===== config.mk =====
export PLATFORM = sky130hd
export DESIGN_NAME = array_sequencer
export DESIGN_NICKNAME = d
export VERILOG_FILES = /design/src/rtl/array_sequencer.sv
export SDC_FILE = /design/constraint.sdc
export NUM_CORES = 1
export LEC_CHECK = 0
export BUFFER_PORTS_ARGS = -buffer_cell sky130_fd_sc_hd__buf_2
export CORE_UTILIZATION = 33
export CTS_CLUSTER_DIAMETER = 200
export DETAILED_ROUTE_END_ITERATION = 6
export MAX_ROUTING_LAYER = met4
export PLACE_DENSITY_LB_ADDON = 0.15
export SYNTH_ARGS = -nofsm -noshare
export SYNTH_HDL_FRONTEND = slang
export SYNTH_SLANG_ARGS = --single-unit

===== constraint.sdc =====
create_clock -name clk -period 1.9 [get_ports clk]
set_clock_uncertainty 0.15 [all_clocks]
set_input_delay 0.475 -clock clk [delete_from_list [all_inputs] [get_ports clk]]
set_output_delay 0.475 -clock clk [all_outputs]
set_load 0.02 [all_outputs]

===== src/rtl/array_sequencer.sv =====
// array_sequencer: moves words between a stream interface and an external
// array. A load command streams in_data words into consecutive entries; a
// dump command streams consecutive entries out on out_data. Entry indices
// start at cmd_base mod depth and wrap at depth.
//
// Ports:
//   clk, reset                    clock, synchronous active-high reset
//   cmd_valid/cmd_ready           command handshake (ready only in IDLE)
//   cmd_op/cmd_base/cmd_count     0=load 1=dump, first entry, beat count
//   in_valid/in_ready/in_data     load stream
//   out_valid/out_ready/out_data  dump stream, out_last on the final beat
//   done                          one-cycle completion pulse
//   arr_write/arr_index           array write enable and entry index
//   arr_datain/arr_dataout        array write data, combinational read data
module array_sequencer #(
  parameter int unsigned width = 32,
  parameter int unsigned depth = 8
) (
  input  logic             clk,
  input  logic             reset,
  input  logic             cmd_valid,
  output logic             cmd_ready,
  input  logic             cmd_op,
  input  logic [7:0]       cmd_base,
  input  logic [7:0]       cmd_count,
  input  logic             in_valid,
  output logic             in_ready,
  input  logic [width-1:0] in_data,
  output logic             out_valid,
  input  logic             out_ready,
  output logic [width-1:0] out_data,
  output logic             out_last,
  output logic             done,
  output logic             arr_write,
  output logic [7:0]       arr_index,
  output logic [width-1:0] arr_datain,
  input  logic [width-1:0] arr_dataout
);

  localparam int unsigned IDX_W = 8;
  localparam logic [IDX_W-1:0] LAST_IDX = IDX_W'(depth - 1);

  typedef enum logic [1:0] {
    IDLE = 2'd0,
    LOAD = 2'd1,
    DUMP = 2'd2,
    DONE = 2'd3
  } state_t;

  state_t           r_state;
  state_t           w_state_nxt;
  logic [IDX_W-1:0] r_ptr;
  logic [IDX_W-1:0] w_ptr_nxt;
  logic [IDX_W-1:0] r_remaining;
  logic [IDX_W-1:0] w_remaining_nxt;
  logic [IDX_W-1:0] w_base_mod;
  logic [IDX_W-1:0] w_ptr_inc;
  logic             w_beat;

  // Starting entry folded into the array range.
  assign w_base_mod = IDX_W'(32'(cmd_base) % depth);

  // Pointer advance with wrap at the top of the array.
  assign w_ptr_inc = (r_ptr == LAST_IDX) ? '0 : r_ptr + IDX_W'(1);

  // State and command bookkeeping registers.
  always_ff @(posedge clk) begin
    if (reset) begin
      r_state     <= IDLE;
      r_ptr       <= '0;
      r_remaining <= '0;
    end else begin
      r_state     <= w_state_nxt;
      r_ptr       <= w_ptr_nxt;
      r_remaining <= w_remaining_nxt;
    end
  end

  // Next-state and output decode.
  always_comb begin
    w_state_nxt     = r_state;
    w_ptr_nxt       = r_ptr;
    w_remaining_nxt = r_remaining;
    w_beat          = 1'b0;
    cmd_ready       = 1'b0;
    in_ready        = 1'b0;
    out_valid       = 1'b0;
    out_data        = '0;
    out_last        = 1'b0;
    done            = 1'b0;
    arr_write       = 1'b0;
    arr_index       = '0;
    arr_datain      = '0;

    case (r_state)
      IDLE: begin
        cmd_ready = 1'b1;
        if (cmd_valid) begin
          w_ptr_nxt       = w_base_mod;
          w_remaining_nxt = cmd_count;
          if (cmd_count == '0) begin
            w_state_nxt = DONE;
          end else if (cmd_op) begin
            w_state_nxt = DUMP;
          end else begin
            w_state_nxt = LOAD;
          end
        end
      end
      LOAD: begin
        in_ready   = 1'b1;
        arr_write  = in_valid;
        arr_datain = in_data;
        arr_index  = r_ptr;
        w_beat     = in_valid;
      end
      DUMP: begin
        out_valid = 1'b1;
        out_data  = arr_dataout;
        out_last  = (r_remaining == IDX_W'(1));
        arr_index = r_ptr;
        w_beat    = out_ready;
      end
      DONE: begin
        done        = 1'b1;
        w_state_nxt = IDLE;
      end
      default: begin
        w_state_nxt = IDLE;
      end
    endcase

    // A beat advances the pointer; the final beat closes the command.
    if (w_beat) begin
      w_ptr_nxt       = w_ptr_inc;
      w_remaining_nxt = r_remaining - IDX_W'(1);
      if (r_remaining == IDX_W'(1)) begin
        w_state_nxt = DONE;
      end
    end

    // Reset suppresses all handshakes and side effects in the same cycle.
    if (reset) begin
      cmd_ready = 1'b0;
      in_ready  = 1'b0;
      out_valid = 1'b0;
      out_last  = 1'b0;
      done      = 1'b0;
      arr_write = 1'b0;
    end
  end

endmodule


==> results of run 1 <==
[layout make-up]
cell class	count	share of cell area (%)
clock buffers	4	1.44
multi-input cells	187	40.2
flip-flops and latches	18	9.66
repair buffers	201	45.4
inverters	9	1.15
well taps	67	2.19
[path summary, 6_finish.rpt]
path	startpoint	end	depth (start not counted)
min reg2reg	r_remaining[6]	r_remaining[6]	2
max reg2reg	r_state[1]	r_ptr[7]	9
max	r_remaining[6]	out_last	5
min	cmd_op	r_state[1]	2
[what timing repair did]
| item | 4_1_cts | 5_1_grt |
|---|---|---|
| gates cloned | 0 | 7 |
| resized for setup | 25 | 264 |
| pin swaps | 2 | 76 |
| setup buffers | 2 | 9 |
| setup endpoints to repair | 77 | 88 |
[cell families after synthesis]
| group | Yosys count | synth area share [%] |
|---|---|---|
| buf+inv | 22 | 5.25 |
| mux | 1 | 0.684 |
| fa+ha+maj | 7 | 5.32 |
| flops | 18 | 21.9 |
| simple gates | 132 | 47.2 |
| compound gates | 47 | 19.6 |
[worst register-to-register path, stage by stage, from the launching register on]
cell     delay (ps)
dfxtp_4         360
buf_6           120
ha_4            200
buf_12          140
a22o_4          290
a21oi_4         150
buf_6           150
buf_6           100
nand2_2          40
a31oi_1         150
[per-stage QoR]
step / cells / hold WS, ps / utilization, % / setup WS (ps)
detailed placement: 464 / 325 / 56.4 / -3.63
global route: 486 / 319 / 80.3 / -247
global placement: 464 / 311 / 56.4 / 23.0
floorplan: 227 / 298 / - / -47.8
CTS: 470 / 334 / 59.6 / -167
finish: 486 / 332 / 80.3 / -160
[state kept, by name, indices dropped and copies added (netlist names)]
register,flops
r_remaining,8
r_ptr,8
r_state,2
[routing by layer]
metal | vias to the layer above | part of all wire [%] | GRT usage (%)
li1 | 1183 | - | -
met4 | 0 | 2.2 | 6.75
met5 | - | 0 | -
met3 | 21 | 6.7 | 4.28
met2 | 119 | 51 | 38.8
met1 | 1224 | 40 | 29.0
[power by group through the flow]
stage / registers, µW / logic (µW) / clock network, µW
2_1_floorplan: 531 / 1350 / 0
3_3_place_gp: 538 / 2200 / 0
3_5_place_dp: 542 / 2220 / 0
4_1_cts: 548 / 2390 / 334
5_1_grt: 591 / 4030 / 358
6_report: 582 / 3850 / 332
[placed cells by master (no fill, tap or decap), drive strengths merged]
cell type | netlist | final
o21a | 1 | 1
nand4b | 1 | 1
and2 | 72 | 72
a22o | 1 | 1
a21oi | 12 | 12
or4 | 1 | 1
nor2b | 6 | 6
nor2 | 9 | 9
nor4 | 3 | 3
mux2 | 1 | 1
buf | 3 | 198
nand4 | 3 | 3
o211a | 1 | 1
a32oi | 3 | 3
nand3 | 11 | 11
dfxtp | 18 | 18
nor3 | 7 | 7
o21bai | 1 | 1
nand2 | 10 | 10
o21ai | 8 | 8
nor3b | 1 | 1
a41oi | 3 | 3
a32o | 1 | 1
o22ai | 2 | 2
a22oi | 2 | 2
inv | 9 | 9
a221oi | 1 | 1
o221a | 1 | 1
a211oi | 6 | 6
and3 | 4 | 4
clkbuf | 10 | 7
ha | 7 | 7
or4b | 1 | 1
or3 | 1 | 1
nand3b | 2 | 2
a31oi | 4 | 4
==> impl_metrics.csv, run 1 <==
group,metric,value,unit
status,status,"complete, but fails checks",
status,failed_checks,"negative setup slack",
floorplanning,initial_core_util,34.6,%
cts,hold_buffers,0,
synthesis,synth_flop_cell,"dfxtp_1",
critical_path,endpoint_kind,"output pin",
place,postPlaceCellArea,0.00268,mm²
critical_path,arrival,1440,ps
floorplanning,die_h,72.6,µm
synthesis,yosysWarnings,0,
grt,grt_start_max_net_pins,32,
synthesis,synth_edf_count,0,
critical_path,cp_common_cell,"buf_4",
synthesis,synth_top_area_cell,"and2_1",
floorplanning,ioPinCount,164,
layout,drive_gt1_share,73.7,%
timing,period_minus_slack,2060,ps
synthesis,yosysMostFrequentCell,"and2_1",
synthesis,ys_top_cells_by_area,"and2_1 27%, dfxtp_1 22%, ha_1 5.3%",
cts,cts_buffers,3,
grt,overflow,0,
floorplanning,die_area,0.00527,mm²
floorplanning,num_rows,25,
cts,cts.clk_slew.worst_paths,80,ps
critical_path,crit_required,1270,ps
synthesis,synth.avg_cell_area,7.25,µm²
detailed_routing,ant_nets,0,
power,power_frac_clock,7.0,%
detailed_routing,drt-initial-drc-count,104,
power,switchingPower,2080,µW
critical_path,max_stage_delay,340,ps
detailed_routing,post_drt_via_cell_ratio,5.24,
place,dp_hpwl,5130,µm
floorplanning,core_area,0.00475,mm²
detailed_routing,first_pass_iters,4,
cts,cts_root_buf,"clkbuf_8",
flow_run,cap_violations,0,
critical_path,slowest_stage,"dfxtp_2",
worst_hold_path,hold_path.class,"primary input to flip-flop",
detailed_routing,drc_errors,0,
critical_path,critPathLaunchType,"flip-flop",
synthesis,synth_nets,320,
timing,fmax,485,MHz
layout,fillers,303,
detailed_routing,routed_wl,8770,µm
critical_path,critical-path-top-delay-family,"simple AND/OR/NAND/NOR gates",
detailed_routing,wl_per_cell,18.0,µm
power,power_density,1250,mW/mm²
critical_path,critPathBufInv,2,
cts,cts_tree,"yes",
layout,synthToLayoutAreaGrowth,132,%
cts,clock_latency,260,ps
synthesis,yosys.area.top_type_share,27.0,%
layout,seq_area,369,µm²
cts,cts.sinks,18,
critical_path,rrSetupSlack,-20,ps
timing,hold_viol,0,
synthesis,synth_common_cells,"71 x and2_1, 18 x dfxtp_1, 12 x a21oi_1",
critical_path,crit_type,"flip-flop to output pin",
timing,worst_slack,-160,ps
synthesis,syn_inst,227,
timing,fin_crit_sh,108,%
power,p_int,2690,µW
floorplanning,die_x,72.6,µm
power,worst_ir_drop_vdd,0.678,mV
power,p_comb_share,80.8,%
power,finalPower,4770,µW
power,pwr-share-seq,12.2,%
grt,grt_pass1_vias,1964,
place,routabilityCongestion,0.816,
timing,fin_tns_setup,-5650,ps
grt,antenna_found_initial,0,
critical_path,crit_fanout,4,
synthesis,ys_seq_area_share,21.9,%
layout,layout.nets,513,
layout,antenna_cells,0,
synthesis,synth.distinct_cells,39,
layout,stdcell_area,0.00382,mm²
power,switching_share,43.5,%
timing,slew_viol_final,0,
grt,grt_pass1_wl,9330,µm
detailed_routing,vias,2547,
synthesis,async_reset_ff_share,0,%
timing,worst_slew_pin_slew,627,ps
timing,relSlewSlack,57.9,%
grt,grt_util_all_layers,23.4,%
cts,cts_buffer_depth,2,
power,leakagePower,0.00182,µW
synthesis,ys_ff_latch,18,
critical_path,crit_chain,"nor4_4, buf_4, nand3_4, nor3b_2, buf_4",
synthesis,synth_area,0.00165,mm²
cts,htreeDepth,1,
timing,finalSetupViolCount,78,
timing,rsz0062_at_grt,"yes",
place,port_buffers,158,
layout,multi_input_area,0.00154,mm²
Power figures use the tool's default switching activity.
==> run 2: changes to the inputs <==
--- a/config.mk
+++ b/config.mk
@@ -5,8 +5,9 @@
 export SDC_FILE = /design/constraint.sdc
 export NUM_CORES = 1
 export LEC_CHECK = 0
-export BUFFER_PORTS_ARGS = -buffer_cell sky130_fd_sc_hd__buf_2
-export CORE_UTILIZATION = 33
+export ABC_AREA = 1
+export BUFFER_PORTS_ARGS = -buffer_cell sky130_fd_sc_hd__clkbuf_2
+export CORE_UTILIZATION = 34
 export CTS_CLUSTER_DIAMETER = 200
 export DETAILED_ROUTE_END_ITERATION = 6
 export MAX_ROUTING_LAYER = met4
==> impl_metrics.csv, run 2 <==
group,metric,value,unit
status,status,"complete, but fails checks",
status,failed_checks,"negative setup slack",
detailed_routing,routed_wl,6800,µm
timing,relSlewSlack,77.4,%
layout,synthToLayoutAreaGrowth,84.4,%
detailed_routing,ant_nets,0,
critical_path,crit_fanout,8,
worst_hold_path,whs_path_depth,3,
flow_run,cap_violations,0,
timing,fin_tns_setup,-1090,ps
floorplanning,die_h,75.1,µm
timing,rsz0062_at_grt,"yes",
detailed_routing,drc_errors,0,
timing,worst_slew_pin_slew,337,ps
layout,antenna_cells,0,
place,dp_hpwl,4840,µm
timing,worst_slack,-83.1,ps
synthesis,synth_flop_cell,"dfxtp_1",
synthesis,synth_common_cells,"112 x nand2_1, 99 x inv_1, 20 x nor2_1",
place,postPlaceCellArea,0.00273,mm²
place,port_buffers,158,
grt,grt_pass1_vias,1990,
synthesis,ys_top_cells_by_area,"nand2_1 23%, inv_1 20%, dfxtp_1 20%",
grt,overflow,0,
cts,hold_buffers,0,
timing,fmax,504,MHz
grt,grt_start_max_net_pins,30,
critical_path,regToRegStartpoint,"r_state[1]",
place,pre_cts_ws,93.1,ps
timing,finalSetupViolCount,57,
worst_hold_path,worstHoldEndpoint,"r_remaining[2]",
timing,slew_viol_final,0,
floorplanning,num_rows,26,
synthesis,ys_ff_latch,18,
grt,grt_pass1_wl,8830,µm
cts,cts.sinks,18,
synthesis,synth.distinct_cells,26,
timing,period_minus_slack,1980,ps
critical_path,endpoint_kind,"output pin",
floorplanning,die_x,75.1,µm
detailed_routing,vias,2604,
floorplanning,core_area,0.00514,mm²
synthesis,synth_top_area_cell,"nand2_1",
floorplanning,ioPinCount,164,
power,worst_ir_drop_vdd,0.870,mV
floorplanning,die_area,0.00564,mm²
layout,drive_gt1_share,45.5,%
synthesis,synth.avg_cell_area,5.22,µm²
critical_path,crit_type,"flip-flop to output pin",
synthesis,async_reset_ff_share,0,%
worst_hold_path,hold_start,"cmd_count[2]",
grt,antenna_found_initial,0,
synthesis,synth_nets,441,
critical_path,r2r_end,"r_ptr[0]",
synthesis,yosys.area.top_type_share,23.1,%
cts,htreeDepth,1,
critical_path,arrival,1360,ps
cts,cts.clk_slew.worst_paths,70,ps
detailed_routing,post_drt_via_cell_ratio,4.44,
worst_hold_path,hold_path.class,"primary input to flip-flop",
critical_path,rrSetupSlack,160,ps
cts,cts_buffer_depth,2,
detailed_routing,wl_per_cell,11.6,µm
synthesis,syn_inst,348,
synthesis,synth_area,0.00182,mm²
critical_path,crit_required,1270,ps
timing,hold_ws,335,ps
synthesis,yosysWarnings,0,
cts,cts_tree,"yes",
synthesis,synth_edf_count,0,
power,finalPower,3910,µW
timing,fin_crit_sh,104,%
cts,clock_latency,250,ps
detailed_routing,drt-initial-drc-count,71,
cts,cts_root_buf,"clkbuf_8",
critical_path,reg2reg_depth,8,
layout,fillers,497,
place,routabilityCongestion,0.889,
timing,hold_viol,0,
grt,grt_util_all_layers,20.7,%
synthesis,ys_seq_area_share,19.8,%
layout,stdcell_area,0.00335,mm²
layout,reg_top3,"r_ptr: 8 flops, r_remaining: 8 flops, r_state: 2 flops",
layout,layout.nets,610,
floorplanning,initial_core_util,35.4,%
power,power_density,1170,mW/mm²
power,leakagePower,0.00223,µW
layout,layout_commonest_cell,"nand2_1",
cts,cts_buffers,3,
synthesis,yosysMostFrequentCell,"nand2_1",
detailed_routing,first_pass_iters,4,
critical_path,critPathLaunchType,"flip-flop",
layout,layout_common_cells,"104 x nand2_1, 86 x clkbuf_2, 78 x inv_1, 32 x buf_6, 22 x inv_2",
## run 2: changes by cell type after synthesis, moves of 11 or more
cell     previous run  this run
and2_1             71         1
inv_1               9        99
nand2_1             9       112
nor2_1              9        20
o21ai_0             8        19
## run 2: final cells by class
| class | count | area [µm²] | area share, % |
|---|---|---|---|
| multi-input cells | 214 | 1080 | 32.1 |
| flip-flops and latches | 18 | 372 | 11.1 |
| clock buffers | 4 | 55.1 | 1.64 |
| repair buffers | 178 | 1370 | 40.9 |
| inverters | 102 | 390 | 11.6 |
| well taps | 70 | 87.6 | 2.61 |
## run 2: cells by family after synthesis
group / share of synthesized area, %
compound gates: 12.4
simple gates: 37.4
fa+ha+maj: 4.82
flops: 19.8
buf+inv: 25.5
## run 2: worst max-delay path by stage
stage                           from             to  slack, ps  cells after the start
after floorplan           r_state[0]       out_last         80                      6
after global placement    r_state[0]    out_data[2]        120                      6
after detailed placement  r_state[0]    out_data[2]         90                      6
after CTS                 r_state[1]       in_ready        -50                      6
after global routing      r_state[0]  arr_datain[6]       -130                      6
final                     r_state[0]  arr_datain[6]        -80                      6
## run 2: worst max-delay path, stage by stage, from the launching register on
cell,delay [ps]
dfxtp_2,350
buf_6,110
ha_4,200
clkbuf_16,180
nand2_1,60
inv_1,70
clkbuf_8,140
## run 2: per-layer routing
metal / share of wire (%) / track usage [%] / wire (µm) / up-vias
met5: 0 / - / 0 / -
met4: 0.54 / 4.61 / 37 / 0
met3: 6.9 / 2.54 / 471 / 6
met2: 53 / 37.9 / 3590 / 83
met1: 40 / 24.0 / 2700 / 1171
li1: - / - / - / 1344
## run 2: stage by stage
step	util, %	instances
after global placement	53.2	572
after global routing	65.2	586
after floorplan	-	348
after detailed placement	53.2	572
final	65.2	586
after CTS	59.5	584
## run 2: where the power goes
group	switching, µW	total, µW	internal, µW
clock network	137	321	184
registers	93.4	586	493
logic	1670	3010	1330
## run 2: what timing repair did
item	CTS	global route
pin swaps	4	10
setup buffers	8	0
endpoints found under the setup margin	76	75
gates cloned	1	2
resized for setup	63	139
==> run 3: changes to the inputs <==
--- a/config.mk
+++ b/config.mk
@@ -10,7 +10,6 @@
 export CORE_UTILIZATION = 34
 export CTS_CLUSTER_DIAMETER = 200
 export DETAILED_ROUTE_END_ITERATION = 6
-export MAX_ROUTING_LAYER = met4
 export PLACE_DENSITY_LB_ADDON = 0.15
 export SYNTH_ARGS = -nofsm -noshare
 export SYNTH_HDL_FRONTEND = slang
==> impl_metrics.csv, run 3 (synthesis gave the netlist of run 2 again) <==
group,metric,value,unit
critical_path,crit_fanout,8,
cts,htreeDepth,1,
layout,multi_input_area,0.00108,mm²
cts,cts.sinks,18,
power,leakagePower,0.00223,µW
detailed_routing,ant_nets,0,
cts,cts_buffers,3,
layout,layout.nets,610,
cts,cts_tree,"yes",
layout,antenna_cells,0,
status,status,"complete, but fails checks",
critical_path,arrival,1360,ps
timing,finalSetupViolCount,57,
cts,hold_buffers,0,
floorplanning,die_h,75.1,µm
timing,fin_crit_sh,104,%
critical_path,crit_type,"flip-flop to output pin",
power,worst_ir_drop_vdd,0.871,mV
floorplanning,core_area,0.00514,mm²
grt,grt_pass1_vias,1989,
timing,worst_slack,-80.7,ps
place,dp_cells,572,
detailed_routing,first_pass_iters,4,
timing,relSlewSlack,77.4,%
timing,rsz0062_at_grt,"yes",
critical_path,critPathLaunchType,"flip-flop",
detailed_routing,drc_errors,0,
place,pre_cts_ws,93.1,ps
cts,cts_root_buf,"clkbuf_8",
layout,fillers,497,
layout,seq_area,372,µm²
floorplanning,ioPinCount,164,
grt,grt_start_max_net_pins,30,
detailed_routing,drt-initial-drc-count,76,
cts,clock_latency,250,ps
detailed_routing,vias,2599,
place,port_buffers,158,
critical_path,crit_required,1270,ps
grt,antenna_found_initial,0,
layout,layout.cells.non_filler,586,
layout,layout_common_cells,"104 x nand2_1, 86 x clkbuf_2, 78 x inv_1, 32 x buf_6, 22 x inv_2",
layout,reg_top3,"r_ptr: 8 flops, r_remaining: 8 flops, r_state: 2 flops",
grt,overflow,0,
critical_path,rrSetupSlack,160,ps
detailed_routing,wl_per_cell,11.6,µm
layout,synthToLayoutAreaGrowth,84.4,%
power,power_density,1170,mW/mm²
layout,drive_gt1_share,45.5,%
worst_hold_path,hold_path.class,"primary input to flip-flop",
cts,cts.clk_slew.worst_paths,70,ps
timing,period_minus_slack,1980,ps
grt,grt_util_all_layers,20.1,%
floorplanning,die_x,75.1,µm
flow_run,cap_violations,0,
status,failed_checks,"negative setup slack",
timing,slew_viol_final,0,
layout,fin_util,65.2,%
detailed_routing,post_drt_via_cell_ratio,4.44,
timing,worst_slew_pin_slew,337,ps
cts,cts_buffer_depth,2,
detailed_routing,routed_wl,6790,µm
layout,layout_commonest_cell,"nand2_1",
floorplanning,initial_core_util,35.4,%
place,dp_hpwl,4840,µm
critical_path,endpoint_kind,"output pin",
place,routabilityCongestion,0.874,
timing,hold_viol,0,
grt,grt_pass1_wl,8830,µm
floorplanning,die_area,0.00564,mm²
timing,fmax,505,MHz
floorplanning,num_rows,26,
## run 3: cell counts in the layout (fill, tap and decap cells not counted)
No cell type changed its count.
## run 3: through the flow
step,cell area (µm²),power [µW],TNS (ps),hold WS (ps)
5_1_grt,3350,4230,-6520,349
6_report,3350,3910,-1070,335
4_1_cts,3060,3520,-1980,333
2_1_floorplan,1820,2090,0,307
3_3_place_gp,2730,2870,0,322
3_5_place_dp,2730,2900,0,339
## run 3: where the power goes
| part | internal, µW | leakage, µW | switching, µW |
|---|---|---|---|
| Sequential | 493 | 0.000150 | 93.4 |
| Combinational | 1330 | 0.00205 | 1670 |
| Clock | 184 | 0.0000288 | 137 |
## run 3: per-layer routing
metal / vias to the layer above / global-route usage, % / routed length, µm
li1: 1346 / - / -
met1: 1166 / 23.8 / 2690
met4: 0 / 4.61 / 72
met5: - / 0 / 0
met2: 81 / 37.9 / 3550
met3: 6 / 2.95 / 473
## run 3: area by class of cell
| class | instances | share of cell area, % |
|---|---|---|
| flip-flops and latches | 18 | 11.1 |
| well taps | 70 | 2.61 |
| clock buffers | 4 | 1.64 |
| inverters | 102 | 11.6 |
| repair buffers | 178 | 40.9 |
| multi-input cells | 214 | 32.1 |
## run 3: worst paths after layout
check	start	end	cells after the start
worst min register to register	r_remaining[0]	r_remaining[0]	2
worst min-delay path	cmd_count[2]	r_remaining[2]	3
worst max register to register	r_state[1]	r_ptr[0]	8
worst max-delay path	r_state[0]	arr_datain[6]	6
## run 3: worst max-delay path, stage by stage, from the launching register on
cell and delay [ps]:
dfxtp_2 350, buf_6 110, ha_4 200, clkbuf_16 180, nand2_1 60, inv_1 70
clkbuf_8 140
## run 3: timing repair
action / in CTS / in global routing
gates resized for setup: 63 / 139
setup endpoints to repair: 76 / 75
pin swaps: 4 / 10
setup buffers: 8 / 0
gates cloned: 1 / 2
